<file path="src/rtl/pcpi_initiator.sv">
// pcpi_initiator: PCPI master that issues {insn, rs1, rs2} commands to a coprocessor
// and returns {rd, wr, status}; one transaction outstanding at a time.
//
// Ports:
//   i_clk, i_reset            clock, synchronous active-high reset
//   i_cmd_*/o_cmd_ready       command channel (valid/ready), insn/rs1/rs2
//   o_rsp_*/i_rsp_ready       response channel (valid/ready), data/wr/status
//                             status: 00 OK, 01 UNCLAIMED, 10 TIMEOUT
//   o_pcpi_*                  PCPI request (valid, insn, rs1, rs2)
//   i_pcpi_*                  PCPI reply (wr, rd, wait, ready)
// Optional macro PCPI_INITIATOR_PERF_EN adds o_perf_latency and o_perf_unclaimed.
module pcpi_initiator #(
    parameter int unsigned CLAIM_TIMEOUT = 16,
    parameter int unsigned BUSY_TIMEOUT  = 0
) (
    input  logic        i_clk,
    input  logic        i_reset,
    input  logic        i_cmd_valid,
    output logic        o_cmd_ready,
    input  logic [31:0] i_cmd_insn,
    input  logic [31:0] i_cmd_rs1,
    input  logic [31:0] i_cmd_rs2,
    output logic        o_rsp_valid,
    input  logic        i_rsp_ready,
    output logic [31:0] o_rsp_data,
    output logic        o_rsp_wr,
    output logic [1:0]  o_rsp_status,
    output logic        o_pcpi_valid,
    output logic [31:0] o_pcpi_insn,
    output logic [31:0] o_pcpi_rs1,
    output logic [31:0] o_pcpi_rs2,
    input  logic        i_pcpi_wr,
    input  logic [31:0] i_pcpi_rd,
    input  logic        i_pcpi_wait,
    input  logic        i_pcpi_ready
`ifdef PCPI_INITIATOR_PERF_EN
    ,
    output logic [15:0] o_perf_latency,
    output logic [7:0]  o_perf_unclaimed
`endif
);
    localparam logic [7:0]  LP_CLAIM = 8'(CLAIM_TIMEOUT);
    localparam logic [15:0] LP_BUSY  = 16'(BUSY_TIMEOUT);

    typedef enum logic [1:0] {S_IDLE, S_ISSUE, S_BUSY, S_RESP} state_t;

    state_t      r_state, w_next;
    logic [7:0]  r_claim_cnt;
    logic [15:0] r_busy_cnt;
    logic        w_accept, w_done, w_claim_hit, w_busy_hit, w_enter_resp;

    assign o_cmd_ready  = (r_state == S_IDLE);
    assign w_accept     = o_cmd_ready && i_cmd_valid;
    // ready is only honoured while the request is on the bus, and it beats any timeout
    assign w_done       = ((r_state == S_ISSUE) || (r_state == S_BUSY)) && i_pcpi_ready;
    assign w_claim_hit  = (r_state == S_ISSUE) && !i_pcpi_ready && !i_pcpi_wait &&
                          (r_claim_cnt + 8'd1 == LP_CLAIM);
    assign w_busy_hit   = (r_state == S_BUSY) && !i_pcpi_ready && (LP_BUSY != 16'd0) &&
                          (r_busy_cnt + 16'd1 == LP_BUSY);
    assign w_enter_resp = w_done || w_claim_hit || w_busy_hit;

    always_comb begin
        w_next = r_state;
        case (r_state)
            S_IDLE:  w_next = i_cmd_valid ? S_ISSUE : S_IDLE;
            S_ISSUE: w_next = w_enter_resp ? S_RESP : (i_pcpi_wait ? S_BUSY : S_ISSUE);
            S_BUSY:  w_next = w_enter_resp ? S_RESP : S_BUSY;
            S_RESP:  w_next = i_rsp_ready ? S_IDLE : S_RESP;
            default: w_next = S_IDLE;
        endcase
    end

    always_ff @(posedge i_clk) begin
        if (i_reset) r_state <= S_IDLE;
        else         r_state <= w_next;
    end

    always_ff @(posedge i_clk) begin
        if (i_reset) begin
            o_pcpi_valid <= 1'b0;
            o_pcpi_insn  <= '0;
            o_pcpi_rs1   <= '0;
            o_pcpi_rs2   <= '0;
            o_rsp_valid  <= 1'b0;
            o_rsp_data   <= '0;
            o_rsp_wr     <= 1'b0;
            o_rsp_status <= 2'b00;
            r_claim_cnt  <= '0;
            r_busy_cnt   <= '0;
        end else begin
            if (w_accept) begin
                o_pcpi_valid <= 1'b1;
                o_pcpi_insn  <= i_cmd_insn;
                o_pcpi_rs1   <= i_cmd_rs1;
                o_pcpi_rs2   <= i_cmd_rs2;
                r_claim_cnt  <= '0;
                r_busy_cnt   <= '0;
            end
            if (r_state == S_ISSUE && !i_pcpi_ready && !i_pcpi_wait)
                r_claim_cnt <= r_claim_cnt + 8'd1;
            if (r_state == S_BUSY && !i_pcpi_ready)
                r_busy_cnt <= r_busy_cnt + 16'd1;
            if (w_enter_resp) begin
                o_pcpi_valid <= 1'b0;
                o_rsp_valid  <= 1'b1;
                o_rsp_data   <= w_done ? i_pcpi_rd : 32'd0;
                o_rsp_wr     <= w_done && i_pcpi_wr;
                o_rsp_status <= w_done ? 2'b00 : (w_claim_hit ? 2'b01 : 2'b10);
            end
            if (r_state == S_RESP && i_rsp_ready)
                o_rsp_valid <= 1'b0;
        end
    end

`ifdef PCPI_INITIATOR_PERF_EN
    logic [15:0] r_lat_cnt;
    logic [15:0] w_lat_inc;

    // counts request cycles including the current one, saturating
    assign w_lat_inc = (r_lat_cnt == 16'hFFFF) ? r_lat_cnt : r_lat_cnt + 16'd1;

    always_ff @(posedge i_clk) begin
        if (i_reset) begin
            r_lat_cnt        <= '0;
            o_perf_latency   <= '0;
            o_perf_unclaimed <= '0;
        end else begin
            if (w_accept)
                r_lat_cnt <= '0;
            else if (r_state == S_ISSUE || r_state == S_BUSY)
                r_lat_cnt <= w_lat_inc;
            if (w_enter_resp)
                o_perf_latency <= w_lat_inc;
            if ((w_claim_hit || w_busy_hit) && o_perf_unclaimed != 8'hFF)
                o_perf_unclaimed <= o_perf_unclaimed + 8'd1;
        end
    end
`endif
endmodule

</file>
<file path="config.mk">
export PLATFORM = sky130hd
export DESIGN_NAME = pcpi_initiator
export DESIGN_NICKNAME = d
export VERILOG_FILES = /design/src/rtl/pcpi_initiator.sv
export SDC_FILE = /design/constraint.sdc
export NUM_CORES = 1
export LEC_CHECK = 0
export CAP_MARGIN = 15
export CORE_UTILIZATION = 41
export CTS_CLUSTER_SIZE = 24
export DETAILED_ROUTE_END_ITERATION = 12
export GPL_TIMING_DRIVEN = 0
export PLACE_DENSITY = 0.87
export SYNTH_ARGS = -nofsm -noshare
export SYNTH_HDL_FRONTEND = slang
export SYNTH_SLANG_ARGS = --single-unit
</file>
<file path="constraint.sdc">
create_clock -name i_clk -period 2.2 [get_ports i_clk]
set_input_delay 0.44 -clock i_clk [delete_from_list [all_inputs] [get_ports i_clk]]
set_output_delay 0.44 -clock i_clk [all_outputs]
set_load 0.02 [all_outputs]
</file>
==> results.py <==
metrics = {
    "sta": {
        "finalHoldViolCount": 0,
        "fin_hold_ws_ns": 0.4512,
        "finalMaxSlewViolations": 0,
        "fin_ws_ns": 0.09594,
        "grt_setup_unrepaired": "false",
        "max_freq_mhz": 475.3,
        "fin_crit_ns": 2.104,
        "tightest_slew_ns": 0.5951,
        "slew_headroom": 0.6033,
        "skew_ns": 0.005025,
        "finalSetupViolCount": 0,
        "fin_crit_sh": 0.9564,
    },
    "floorplanning": {
        "dieArea_um2": 13880,
        "die_h_um": 117.8,
        "core_area_um2": 12820,
        "initial_core_util": 0.4288,
        "placementRows": 41,
        "dieWidth_um": 117.8,
        "num_io_pins": 269,
    },
    "clock_tree": {
        "cts_resized": 2,
        "cts_tree": "done",
        "clk_path_buf_depth": 2,
        "clock_sinks": 143,
        "cts_hold_buf": 0,
        "cts_buffers": 17,
        "clockRootBuffer": "clkbuf_16",
        "clk_pin_slew_ns": 0.06,
        "clock_latency_ns": 0.41,
        "htreeDepth": 4,
        "cts_setup_buffers": 0,
    },
    "critical_path": {
        "worstSetupStartpointType": "flip-flop",
        "reg2regPathDepth": 6,
        "r2r_start": "r_claim_cnt[0]",
        "cp-end-kind": "flip-flop",
        "crit_end": "o_rsp_data[23]",
        "crit_type": "flip-flop to flip-flop",
        "critical_path_arrival_ns": 2.40,
        "r2r_slack_ns": 0.1,
        "cp-startpoint": "r_claim_cnt[0]",
        "r2r_end": "o_rsp_data[23]",
        "required_ns": 2.49,
        "path_max_fanout": 10,
    },
    "power_and_ir_drop": {
        "p_clk_frac": 0.390,
        "power_mw": 7.202,
        "comb_power_share": 0.199,
        "power.switching_mw": 1.875,
        "pwr_density_cell_nw_per_um2": 801.6,
        "leakage_nw": 3.439,
        "ir_worst_vdd_mv": 0.5120,
        "switching_share": 0.2604,
        "seq_power_share": 0.411,
        "p_int_mw": 5.327,
    },
    "logic_synthesis": {
        "yosysWarnings": 0,
        "syn-num-nets": 817,
        "async_flop_share": 0,
        "synth_most_common_cell": "nand2_1",
        "syn_area_per_cell_um2": 8.135,
        "yosys.area.top_type": "dfxtp_1",
        "ys_top_cells_by_count": "235 x nand2_1, 143 x dfxtp_1, 114 x a21oi_1, 41 x clkbuf_1",
        "synth-main-ff-cell": "dfxtp_1",
        "synth-seq-cells": 143,
        "synthDominantCellAreaShare": 0.5206,
        "synth.distinct_cells": 35,
        "synthCells": 676,
        "synth_edf_count": 0,
        "synth_seq_area_share": 0.5206,
        "netlist_top_cells_area": "dfxtp_1 52%, nand2_1 16%, a21oi_1 10%, a32oi_1 5.3%, o211ai_1 4.5%",
        "syn_area_um2": 5499,
    },
    "layout": {
        "multi_input_area_um2": 2411,
        "antenna_cells": 0,
        "register_area_um2": 2863,
        "final_area_um2": 8985,
        "drive_gt1_frac": 0.05031,
        "final_nets": 1102,
        "post-route-util": 0.7006,
        "area_delta_synth_final_pct": 63.39,
        "fillerInstances": 1027,
    },
    "run": {
        "drv_cap": 0,
    },
    "global_route": {
        "overflow": 0,
        "met1_usage": 0.2796,
        "antenna_found_initial": 0,
        "grt_pass1_vias": 5364,
        "grt_max_degree": 17,
        "busiest_layer": "met2",
        "grt_pass1_wl_um": 26870,
        "use_met3": 0.06880,
        "grt_usage": 0.2397,
        "gr-usage-met2": 0.4162,
    },
    "placed_design": {
        "place_ws_ns": -0.2829,
        "io_buffers": 267,
        "dpl_cell_area_um2": 8387,
        "hpwl_um": 12260,
        "place_congestion": 0.7926,
    },
    "route": {
        "vias_per_cell": 5.043,
        "firstDrtPassIters": 5,
        "routed_wl_um": 16930,
        "via_count": 5779,
        "drt_iter0_markers": 409,
        "ant_nets": 0,
        "routedWlPerCell_um": 14.78,
        "post-route-drc-count": 0,
    },
    "status": {
        "status": "finished clean",
    },
    "worst_hold_path": {
        "hold_depth": 2,
        "worstHoldPathType": "flip-flop to flip-flop",
    },
}
placed cells by master, fill, tap and decap left out, types with 2 or more instances in the layout:
cell / count
a32oi_1: 33
ha_1: 6
and3_1: 3
clkbuf_2: 10
inv_1: 4
nand2b_1: 2
clkdlybuf4s50_1: 266
o211ai_1: 33
o21ai_0: 7
bufinv_16: 2
nor2_1: 12
clkinv_2: 4
buf_1: 4
dfxtp_1: 143
nand4b_1: 2
nand2_1: 234
a21oi_1: 114
nand3_1: 2
and2_1: 5
clkbuf_16: 17
a211oi_1: 3
clkbuf_1: 38
clkbuf_8: 4
buf_2: 6
state kept, by name, indices dropped and copies added (netlist names):
| name | cells |
|---|---|
| o_rsp_data | 32 |
| o_pcpi_rs1 | 32 |
| o_rsp_wr | 1 |
| o_pcpi_rs2 | 32 |
| r_claim_cnt | 8 |
| o_pcpi_valid | 1 |
| o_rsp_status | 2 |
| r_state | 2 |
| o_pcpi_insn | 32 |
| o_rsp_valid | 1 |
power groups by stage:
stage                     registers [mW]  clock network, mW  logic [mW]
after floorplan                     3.26                  0       0.372
after global placement              3.00                  0        1.41
after detailed placement            3.00                  0        1.43
after CTS                           2.96               2.87        1.43
after global routing                2.99               3.00        1.53
final                               2.96               2.81        1.43
worst min path at each step:
stage	start	endpoint
6_report	o_pcpi_insn[3]	o_pcpi_insn[3]
2_1_floorplan	r_claim_cnt[7]	r_claim_cnt[7]
3_3_place_gp	o_pcpi_insn[0]	o_pcpi_insn[0]
5_1_grt	o_pcpi_rs1[1]	o_pcpi_rs1[1]
4_1_cts	o_pcpi_insn[12]	o_pcpi_insn[12]
3_5_place_dp	o_pcpi_rs1[10]	o_pcpi_rs1[10]
worst max-delay path, cell delays in order, from the launching register on:
cell and delay [ns]:
dfxtp_1 0.45, ha_1 0.18, nor4b_1 0.39, nand2_1 0.28
clkbuf_1 0.29, a32oi_1 0.29, nand2_1 0.09
kinds of logic after synthesis:
logic type      synth area share
simple gates              0.2007
mux                     0.001820
buf+inv                  0.04300
flops                     0.5206
compound gates            0.2203
fa+ha+maj                0.01365
final cells by class:
class | count | share of cell area
inverter | 4 | 0.001671
tap | 172 | 0.02395
clock buffer | 26 | 0.05556
timing repair buffer | 267 | 0.2973
sequential | 143 | 0.3186
multi-input combinational | 474 | 0.2683
clock inverter | 6 | 0.008912
buffer | 54 | 0.02562
routing by layer:
layer | share of wire | vias up
met4 | 0.017 | 0
met5 | 0 | -
met2 | 0.49 | 218
met1 | 0.42 | 2635
met3 | 0.071 | 20
li1 | - | 2906
stage by stage:
stage               cells  setup TNS, ns
CTS                  1146              0
floorplan             676              0
detailed placement   1115         -12.00
global placement     1115         -11.51
finish               1146              0
global route         1146              0
Power figures use the tool's default switching activity.
